## src/rtl/uart_pkg.sv

```systemverilog
// UART frame definitions shared by the receiver and the transmitter.
package uart_pkg;

  typedef enum logic [2:0] {
    s_IDLE      = 3'd0,
    s_START     = 3'd1,
    s_DATA      = 3'd2,
    s_STOP      = 3'd3,
    s_CLEANUP   = 3'd4,
    s_WAIT_IDLE = 3'd5
  } rx_state_e;

  localparam int unsigned DATA_BITS  = 8;
  localparam logic        STOP_LEVEL = 1'b1;

endpackage

```

## src/rtl/receiver_sync_2ff.sv

```systemverilog
// Two-flop synchronizer for a single asynchronous bit, with selectable reset level.
module sync_2ff #(
  parameter logic RESET_VAL = 1'b1
) (
  input  logic clk,
  input  logic rst_n,
  input  logic d,
  output logic q
);

  logic meta_q;
  logic sync_q;

  always_ff @(posedge clk or negedge rst_n) begin
    if (!rst_n) begin
      meta_q <= RESET_VAL;
      sync_q <= RESET_VAL;
    end else begin
      meta_q <= d;
      sync_q <= meta_q;
    end
  end

  assign q = sync_q;

endmodule

```

## src/rtl/receiver.sv

```systemverilog
// UART receiver: 8N1 deserializer with mid-bit sampling, one-cycle byte strobe
// and a framing-error strobe; a held-low break is absorbed until the line idles.
module receiver
  import uart_pkg::*;
#(
  parameter int unsigned CLKS_PER_BIT = 868
) (
  input  logic       CLK,
  input  logic       RST_N,
  input  logic       Rx_Serial_in,
  output logic       Rx_DV_out,
  output logic [7:0] Rx_Byte_out,
  output logic       Rx_Active_out,
  output logic       Rx_Frame_Err_out
);

  localparam int unsigned HALF_BIT = (CLKS_PER_BIT - 1) / 2;
  localparam int unsigned CNT_W    = $clog2(CLKS_PER_BIT) + 1;

  localparam logic [CNT_W-1:0] HALF_CNT = CNT_W'(HALF_BIT);
  localparam logic [CNT_W-1:0] LAST_CNT = CNT_W'(CLKS_PER_BIT - 1);
  localparam logic [CNT_W-1:0] CNT_ONE  = CNT_W'(1);
  localparam logic [2:0]       LAST_BIT = 3'(DATA_BITS - 1);

  logic rx_s;

  rx_state_e        state_q, state_d;
  logic [CNT_W-1:0] cnt_q, cnt_d;
  logic [2:0]       bit_idx_q, bit_idx_d;
  logic [7:0]       shift_q, shift_d;
  logic [7:0]       byte_q, byte_d;
  logic             dv_q, dv_d;
  logic             ferr_q, ferr_d;
  logic             active_q, active_d;

  sync_2ff #(.RESET_VAL(1'b1)) u_sync (
    .clk   (CLK),
    .rst_n (RST_N),
    .d     (Rx_Serial_in),
    .q     (rx_s)
  );

  always_comb begin
    state_d   = state_q;
    cnt_d     = cnt_q;
    bit_idx_d = bit_idx_q;
    shift_d   = shift_q;
    byte_d    = byte_q;
    dv_d      = 1'b0;
    ferr_d    = 1'b0;
    active_d  = active_q;

    case (state_q)
      s_IDLE: begin
        cnt_d     = '0;
        bit_idx_d = '0;
        if (!rx_s) state_d = s_START;
      end

      // A start bit still low at its midpoint is real; anything else was a glitch.
      s_START: begin
        if (cnt_q == HALF_CNT) begin
          cnt_d = '0;
          if (!rx_s) begin
            active_d = 1'b1;
            state_d  = s_DATA;
          end else begin
            state_d = s_IDLE;
          end
        end else begin
          cnt_d = cnt_q + CNT_ONE;
        end
      end

      s_DATA: begin
        if (cnt_q == LAST_CNT) begin
          cnt_d             = '0;
          shift_d[bit_idx_q] = rx_s;
          if (bit_idx_q == LAST_BIT) begin
            bit_idx_d = '0;
            state_d   = s_STOP;
          end else begin
            bit_idx_d = bit_idx_q + 3'd1;
          end
        end else begin
          cnt_d = cnt_q + CNT_ONE;
        end
      end

      s_STOP: begin
        if (cnt_q == LAST_CNT) begin
          cnt_d = '0;
          if (rx_s == STOP_LEVEL) begin
            byte_d  = shift_q;
            dv_d    = 1'b1;
            state_d = s_CLEANUP;
          end else begin
            ferr_d  = 1'b1;
            state_d = s_WAIT_IDLE;
          end
        end else begin
          cnt_d = cnt_q + CNT_ONE;
        end
      end

      s_CLEANUP: begin
        active_d = 1'b0;
        state_d  = s_IDLE;
      end

      s_WAIT_IDLE: begin
        active_d = 1'b0;
        if (rx_s) state_d = s_IDLE;
      end

      default: begin
        active_d = 1'b0;
        state_d  = s_IDLE;
      end
    endcase
  end

  always_ff @(posedge CLK or negedge RST_N) begin
    if (!RST_N) begin
      state_q   <= s_IDLE;
      cnt_q     <= '0;
      bit_idx_q <= '0;
      shift_q   <= '0;
      byte_q    <= '0;
      dv_q      <= 1'b0;
      ferr_q    <= 1'b0;
      active_q  <= 1'b0;
    end else begin
      state_q   <= state_d;
      cnt_q     <= cnt_d;
      bit_idx_q <= bit_idx_d;
      shift_q   <= shift_d;
      byte_q    <= byte_d;
      dv_q      <= dv_d;
      ferr_q    <= ferr_d;
      active_q  <= active_d;
    end
  end

  assign Rx_DV_out        = dv_q;
  assign Rx_Byte_out      = byte_q;
  assign Rx_Active_out    = active_q;
  assign Rx_Frame_Err_out = ferr_q;

endmodule

```

## config.mk

```make
export PLATFORM = sky130hd
export DESIGN_NAME = receiver
export DESIGN_NICKNAME = d
export VERILOG_FILES = /design/src/rtl/uart_pkg.sv /design/src/rtl/receiver_sync_2ff.sv /design/src/rtl/receiver.sv
export SDC_FILE = /design/constraint.sdc
export NUM_CORES = 1
export LEC_CHECK = 0
export CAP_MARGIN = 0
export CELL_PAD_IN_SITES_DETAIL_PLACEMENT = 0
export CELL_PAD_IN_SITES_GLOBAL_PLACEMENT = 2
export CORE_AREA = 2 2 73 89
export DETAILED_ROUTE_END_ITERATION = 7
export DIE_AREA = 0 0 75 91
export PLACE_DENSITY_LB_ADDON = 0.1
export SYNTH_ARGS = -nofsm -noshare
export SYNTH_HDL_FRONTEND = slang
export SYNTH_SLANG_ARGS = --single-unit
```

## constraint.sdc

```tcl
create_clock -name CLK -period 2.2 [get_ports CLK]
set_input_delay 0.66 -clock CLK [delete_from_list [all_inputs] [get_ports CLK]]
set_output_delay 0.66 -clock CLK [all_outputs]
set_load 0.01 [all_outputs]
```

Word level (Yosys, flattened, before mapping):

Index checks and enable logic that the tools add are counted.

* bitwise operators: 1
* order comparisons: 2
* $add $sub $neg: 2
* reduce and logical (&&, ||, !) cells: 11
* equality and inequality tests: 14
* mux-type cells: 27

Operators by type and width (count)
* 11-bit one-hot mux with 3 select lines: 1
* 3-bit two-way mux: 8
* 11-bit two-way mux: 2
* 3-bit one-hot mux with 5 select lines: 1
* 2-bit != test (second input constant): 6
* 11-bit by 1-bit adder with 11-bit output (second input constant): 1
* 11-bit by 10-bit equality test with 1-bit output (second input constant): 1
* 11-bit by 9-bit equality test with 1-bit output (second input constant): 1
* 1-bit two-way mux: 10
* 8-bit bitwise mux: 1
* 3-bit by 2-bit equality test with 1-bit output (second input constant): 2
* 3-bit equality test (second input constant): 2
* 3-bit one-hot mux with 2 select lines: 1
* 3-bit AND reduction: 2
* 6-bit AND reduction: 1
* 3-bit by 4-bit < comparator with 1-bit output (second input constant): 1
* 2-bit AND reduction: 2
* 3-bit by 1-bit adder with 3-bit output (second input constant): 1
* 1-bit demux with 3-bit select: 1
* 3-bit by 1-bit equality test with 1-bit output (second input constant): 1
* 3-bit by 1-bit greater-or-equal comparator with 1-bit output (second input constant): 1
* 3-bit zero test: 1
* 3-bit nonzero test: 1
* 3-bit OR reduction: 1
* 7 further kinds: 7

* output and inout bits: 11
* flip-flop bits (word level): 38
* word-level logic and storage cells: 67
* input bits: 3

Logic depth before layout (Yosys ltp):

Gate-level depths: netlist of the first run.

* word-level depth: 5
* gate-level depth with buffers: 6
* gate-level depth less buffers: 6

Modules after synthesis:

Synthesis of the first run repeated with hierarchy kept, for this count alone.

* cells, all modules: 190
* area, all modules: 1935.6 um^2

By module, submodules not included
* receiver: sequential area each 900.9 um^2, area each 1883.1 um^2, instances 1, cells each 188
* sync_2ff: sequential area each 52.6 um^2, area each 52.6 um^2, instances 1, cells each 2

Least setup slack after synthesis of the first run:

No wires, ideal clock.

* kind: register to register
* start point: register cnt_q[0]
* end point: register shift_q[1]
* slack: 79 ps
* library setup time: 128 ps
* data required time: 2072 ps
* buffers on the path: 0
* period minus slack after synthesis: 2121 ps
* cell stages (with the launch flop): 6
* data arrival time: 1993 ps
* cells stage by stage: dfrtp_1 > ha_1 > or4bb_1 > nor4_4 > and4bb_1 > mux2_1

* cells in the longest elaborated chain, start to end: 2

Ends and longest elaborated chain
* from (decl): RTL line receiver.sv:28 `logic [CNT_W-1:0] cnt_q, cnt_d;`
* from (signal assigned): RTL line receiver.sv:135 `cnt_q <= cnt_d;`
* 11-bit by 10-bit equality test with 1-bit output: RTL line receiver.sv:76 `if (cnt_q == LAST_CNT) begin`
* 2-bit AND reduction (no line)
* to (signal assigned): RTL line receiver.sv:137 `shift_q <= shift_d;`
* to (decl): RTL line receiver.sv:30 `logic [7:0] shift_q, shift_d;`

Every way passes these cells.
A chain may end at the register's enable or synchronous reset.

Final worst setup path of the first run:

Same ends and word-level chain as after synthesis.

==> flow_summary.ini, run 1 <==
[floorplanning]
die_area_um2 = 6830
row_count = 31
io_pins = 14
initial_core_util_pct = 33.0
core_um2 = 5930
die_height_um = 91
die_x_um = 75

[finish]
layout.nets = 218
drive_above_1_share_pct = 20.8
fin_area_um2 = 2380
fillers = 596
ff_latch_area_um2 = 953
finish.utilization_pct = 40.2
multi_input_area_um2 = 922
antenna_cells = 0
syn2layout_area_growth_pct = 21.6

[timing]
max_slew_margin_pct = 65.8
max_freq_mhz = 476
setup_viol = 0
hold_viol_final = 0
min_period_over_period_pct = 95.4
rsz0062_at_grt = false
tns_ns = 0
slew_viol_final = 0
min_period_ns = 2.10
setup_ws_ns = 0.101
tightestPinTransition_ns = 0.513
finClkSkew_ns = 0.00471
timing.hold.ws_ns = 0.335

[yosys]
synth_nets = 194
synth_area_um2 = 1960
synth_cell_types = 48
synth_top_family_by_area = simple AND/OR/NAND/NOR gates
synth-seq-cells = 38
synth_area_leader_cell = dfrtp_1
netlist.area_leader.share_pct = 45.9
yosys.area_share.adder_pct = 2.55
synth.avg_cell_area_um2 = 10.5
synth_xor_area_share_pct = 0
muxShareOfSynthArea_pct = 10.7
synth_warnings = 0
yosys-top-cells-area = dfrtp_1 (46%), mux2_1 (5.2%), mux2_2 (4.0%)
syn_inst = 187
synth-async-reset-ratio_pct = 100
synth_compound_area_share_pct = 9.83
synthFlopType = dfrtp_1
yosys.area_share.simple_pct = 23.7
seq_area_frac_synth_pct = 48.6
synth_edf_count = 0

[global_route]
grt_max_degree = 35
grtUsageMet3_pct = 3.44
grt_busiest_layer = met2
use_met1_pct = 17.6
antenna_found_initial = 0
grt_use_met2_pct = 23.0
grt-ovfl-total = 0
grt_pass1_vias = 1469
grt_pass1_wl_um = 7350
grt_usage_pct = 14.2

[cts]
htree_num_levels = 2
clock-sinks = 38
clock_path_buffers = 2
cts_tree = yes
numCtsBuffers = 5
clk_pin_slew_ns = 0.07
cts.hold.buffers_added = 0
clk_latency_ns = 0.29
cts_root_buf = clkbuf_8

[worst_setup_path]
arrival_ns = 2.27
r2r_slack_ns = 0.10
regToRegStartpoint = cnt_q[0]
reg2regPathDepth = 6
path_class = reg2reg
critPathCaptureType = flop
start_kind = flop
worstPathMaxFanout = 8
rr_endpoint = shift_q[1]
cp.required_ns = 2.37
endpoint = shift_q[1]
startpoint = cnt_q[0]

[route]
vias = 1490
via_per_inst = 5.07
final_antenna_net_count = 0
initialDrtViolationCount = 79
drc = 0
wl_per_cell_um = 14.6
wirelength_um = 4290
firstDrtPassIters = 4

[placed_design]
dp_hpwl_um = 3120
dp_slack_ns = 0.00553
placed_area_um2 = 2270
io_buffers = 13
gp_congestion = 0.796

[power]
vdd_drop_max_mv = 0.303
p_leak_uw = 0.00111
power_density_nw_per_um2 = 547

[min_path]
hp-class = in2async

[flow_run]
drv_cap = 0

[run_status]
status = finished clean
[cells in the mapped netlist, drive strengths merged (4+ instances only)]
master	count
nor3	5
nand4	6
nand3	11
nand2	18
or4	4
clkbuf	9
buf	6
inv	5
a21oi	5
o21ai	12
nor2	11
mux2	16
dfrtp	36
ha	4
[sequential cells by signal (all words and copies together) (netlist names)]
register	count
Rx_Active_out	1
u_sync.q	1
state_q	3
Rx_DV_out	1
Rx_Frame_Err_out	1
shift_q	8
Rx_Byte_out	8
cnt_q	11
u_sync.meta_q	1
bit_idx_q	3
[kinds of logic after synthesis]
| group | after synthesis |
|---|---|
| buf+inv | 20 |
| fa+ha+maj | 4 |
| mux | 19 |
| simple gates | 76 |
| flops | 38 |
| compound gates | 30 |
[worst max-delay path, stage by stage, from the launching register on]
cell	delay [ns]
dfrtp_1	0.38
ha_1	0.18
or4bb_4	0.50
nor4_4	0.21
buf_4	0.18
and4bb_1	0.20
mux2_1	0.33
[repair_timing]
action	4_1_cts	5_1_grt
gates resized for setup	0	1
setup endpoints to repair	1	3
pin swaps	1	1
setup buffers	0	1
cloned	0	0
[layout make-up]
type                    count  share of cell area, %
flip-flops and latches     38                   40.0
multi-input cells         129                   38.7
repair buffers             32                   11.8
well taps                  82                   4.30
clock buffers               7                   3.20
clock inverters             1                   1.26
inverters                   5                  0.787
[worst min path at each step]
stage	endpoint	slack [ns]	cells past startpoint
after global placement	u_sync.q	0.35	0
final	Rx_Byte_out[6]	0.34	1
after floorplan	u_sync.q	0.35	0
after CTS	Rx_Byte_out[6]	0.35	1
after detailed placement	u_sync.q	0.35	0
after global routing	u_sync.q	0.36	0
[power breakdown]
group / total (uW) / switching (uW) / internal [uW]
sequential: 706 / 4.28 / 702
combinational: 20.0 / 15.0 / 5.02
clock: 577 / 238 / 339
[layout by cell type, fill, tap and decap left out, types with 3 or more instances in the layout]
master and n:
nand2_1 18, ha_1 4, inv_1 5, nand4_1 6, mux2_1 9, a21o_1 3
a21oi_1 5, nor3_1 3, buf_4 18, clkdlybuf4s50_1 12, mux2_2 7, dfrtp_1 36
nand4b_1 3, mux2i_1 3, or4_1 4, clkbuf_8 5, o21ai_0 12, nand3_1 11
nor2_1 11
[metal layers]
| layer | wire (um) | up-vias |
|---|---|---|
| met4 | 77 | 0 |
| met3 | 100 | 6 |
| met2 | 2200 | 14 |
| met5 | 0 | - |
| li1 | - | 726 |
| met1 | 1910 | 744 |
[metrics by stage]
stage	std cells	total power, uW
after CTS	293	1320
final	294	1300
after floorplan	187	719
after detailed placement	285	741
after global routing	294	1350
after global placement	285	740
(Power assumes the default switching activity.)
==> inputs of run 2 (changes only) <==
Settings changed: CORE_AREA 2 2 73 89 to 2 2 69 84, CTS_CLUSTER_DIAMETER set to 60, DIE_AREA 0 0 75 91 to 0 0 71 86, SETUP_SLACK_MARGIN set to 0.1.
Clock period 2.2 ns to 2 ns, I/O delays scaled along.
==> run 2 against run 1 <==
  * The run now ends with setup timing left
  * Utilization increased by 11 points
  * Register-to-register slack worse by 0.14 ns
  * Largest power group unchanged
  * Cell count down 2.4%
  * Critical endpoint unchanged
  * Worst setup slack worse by 0.14 ns
==> flow_summary.ini, run 2 (synthesis results as in run 1) <==
[run_status]
status = finished, violations left
violations = setup timing

[placed_design]
gp_congestion = 0.732
dp_hpwl_um = 3170
placed_area_um2 = 2300
io_buffers = 13

[floorplanning]
core_um2 = 5260
die_x_um = 71
initial_core_util_pct = 37.3
die_area_um2 = 6110
io_pins = 14
row_count = 29
die_height_um = 86

[timing]
min_period_ns = 2.04
finClkSkew_ns = 0.00516
min_period_over_period_pct = 102
tightestPinTransition_ns = 0.503
slew_viol_final = 0
setup_viol = 5
timing.hold.ws_ns = 0.273
max_slew_margin_pct = 66.5
hold_viol_final = 0
setup_ws_ns = -0.0436
max_freq_mhz = 489
rsz0062_at_grt = true

[route]
vias = 1558
initialDrtViolationCount = 134
via_per_inst = 5.43
drc = 0
wirelength_um = 4680
firstDrtPassIters = 5
final_antenna_net_count = 0
wl_per_cell_um = 16.3

[cts]
cts.hold.buffers_added = 0
clock-sinks = 38
numCtsBuffers = 5
cts_root_buf = clkbuf_8
cts_tree = yes
clk_pin_slew_ns = 0.08
htree_num_levels = 2
clock_path_buffers = 2
clk_latency_ns = 0.28

[worst_setup_path]
cp.required_ns = 2.17
path_class = reg2reg
start_kind = flop
worstPathMaxFanout = 8
critPathCaptureType = flop
arrival_ns = 2.22

[global_route]
antenna_found_initial = 0
grt_pass1_wl_um = 8030
grt_usage_pct = 16.6
grt_pass1_vias = 1595
grt_max_degree = 35
grt-ovfl-total = 0

[finish]
antenna_cells = 0
mostFrequentLayoutCells = dfrtp_1 (36), buf_4 (25), nand2_1 (18)
fin_area_um2 = 2690
regMostFlops = cnt_q
fillers = 469
layout.nets = 231
largest_reg_flops = 11
final_common_cell = dfrtp_1
syn2layout_area_growth_pct = 37.1
drive_above_1_share_pct = 38.2

[power]
power_density_nw_per_um2 = 547
vdd_drop_max_mv = 0.229
p_leak_uw = 0.00123

[flow_run]
drv_cap = 0

[min_path]
hp-class = in2async
==> run 2: where the power goes <==
group	internal, uW	total [uW]	switching, uW
Sequential	772	773	1.10
Combinational	8.46	29.5	21.0
Clock	407	669	263
Total	1190	1470	285
==> run 2: metrics by stage <==
step	cells	utilization [%]	setup TNS [ns]	power [uW]	setup slack (ns)
after global routing	287	51.1	-1.56	1540	-0.133
after global placement	269	43.7	-0.0340	817	-0.0182
after CTS	283	48.5	-0.112	1500	-0.0477
after floorplan	187	-	-0.732	791	-0.0707
final	287	51.1	-0.114	1470	-0.0436
after detailed placement	269	43.7	-0.360	818	-0.0551
==> run 2: critical path, stage by stage (launching register included) <==
cell	delay, ns
dfrtp_1	0.38
or4b_4	0.58
nor4_4	0.27
buf_4	0.18
and4bb_1	0.22
mux2_4	0.30
==> run 2: layout make-up <==
| cell class | instances | area (um^2) | share of cell area [%] |
|---|---|---|---|
| timing repair buffer | 45 | 418 | 15.5 |
| clock buffer | 7 | 86.3 | 3.21 |
| inverter | 5 | 21.3 | 0.791 |
| tap | 62 | 77.6 | 2.89 |
| sequential | 38 | 953 | 35.5 |
| clock inverter | 1 | 30.0 | 1.12 |
| multi-input combinational | 129 | 1100 | 41.0 |
==> run 2: metal layers <==
layer | vias to the layer above | track usage [%] | routed length, um
li1 | 750 | - | -
met1 | 763 | 21.0 | 2000
met2 | 34 | 28.0 | 2450
met3 | 11 | 3.29 | 139
met4 | 0 | 6.00 | 92
met5 | - | 0 | 0
==> run 2: path summary, 6_finish.rpt <==
path,startpoint,end,slack (ns),cells after the start
min in group CLK,u_sync.meta_q,u_sync.q,0.36,0
worst max register to register,cnt_q[10],shift_q[1],-0.04,5
worst min-delay path,RST_N,Rx_Byte_out[0],0.27,1
worst max-delay path,cnt_q[10],shift_q[1],-0.04,5
max in group asynchronous,RST_N,state_q[1],1.25,2
worst min register to register,u_sync.meta_q,u_sync.q,0.36,0
==> run 2: what timing repair did <==
action	in CTS	in global routing
pin swaps	5	7
setup endpoints to repair	31	33
gates resized for setup	21	24
buffers inserted	6	5
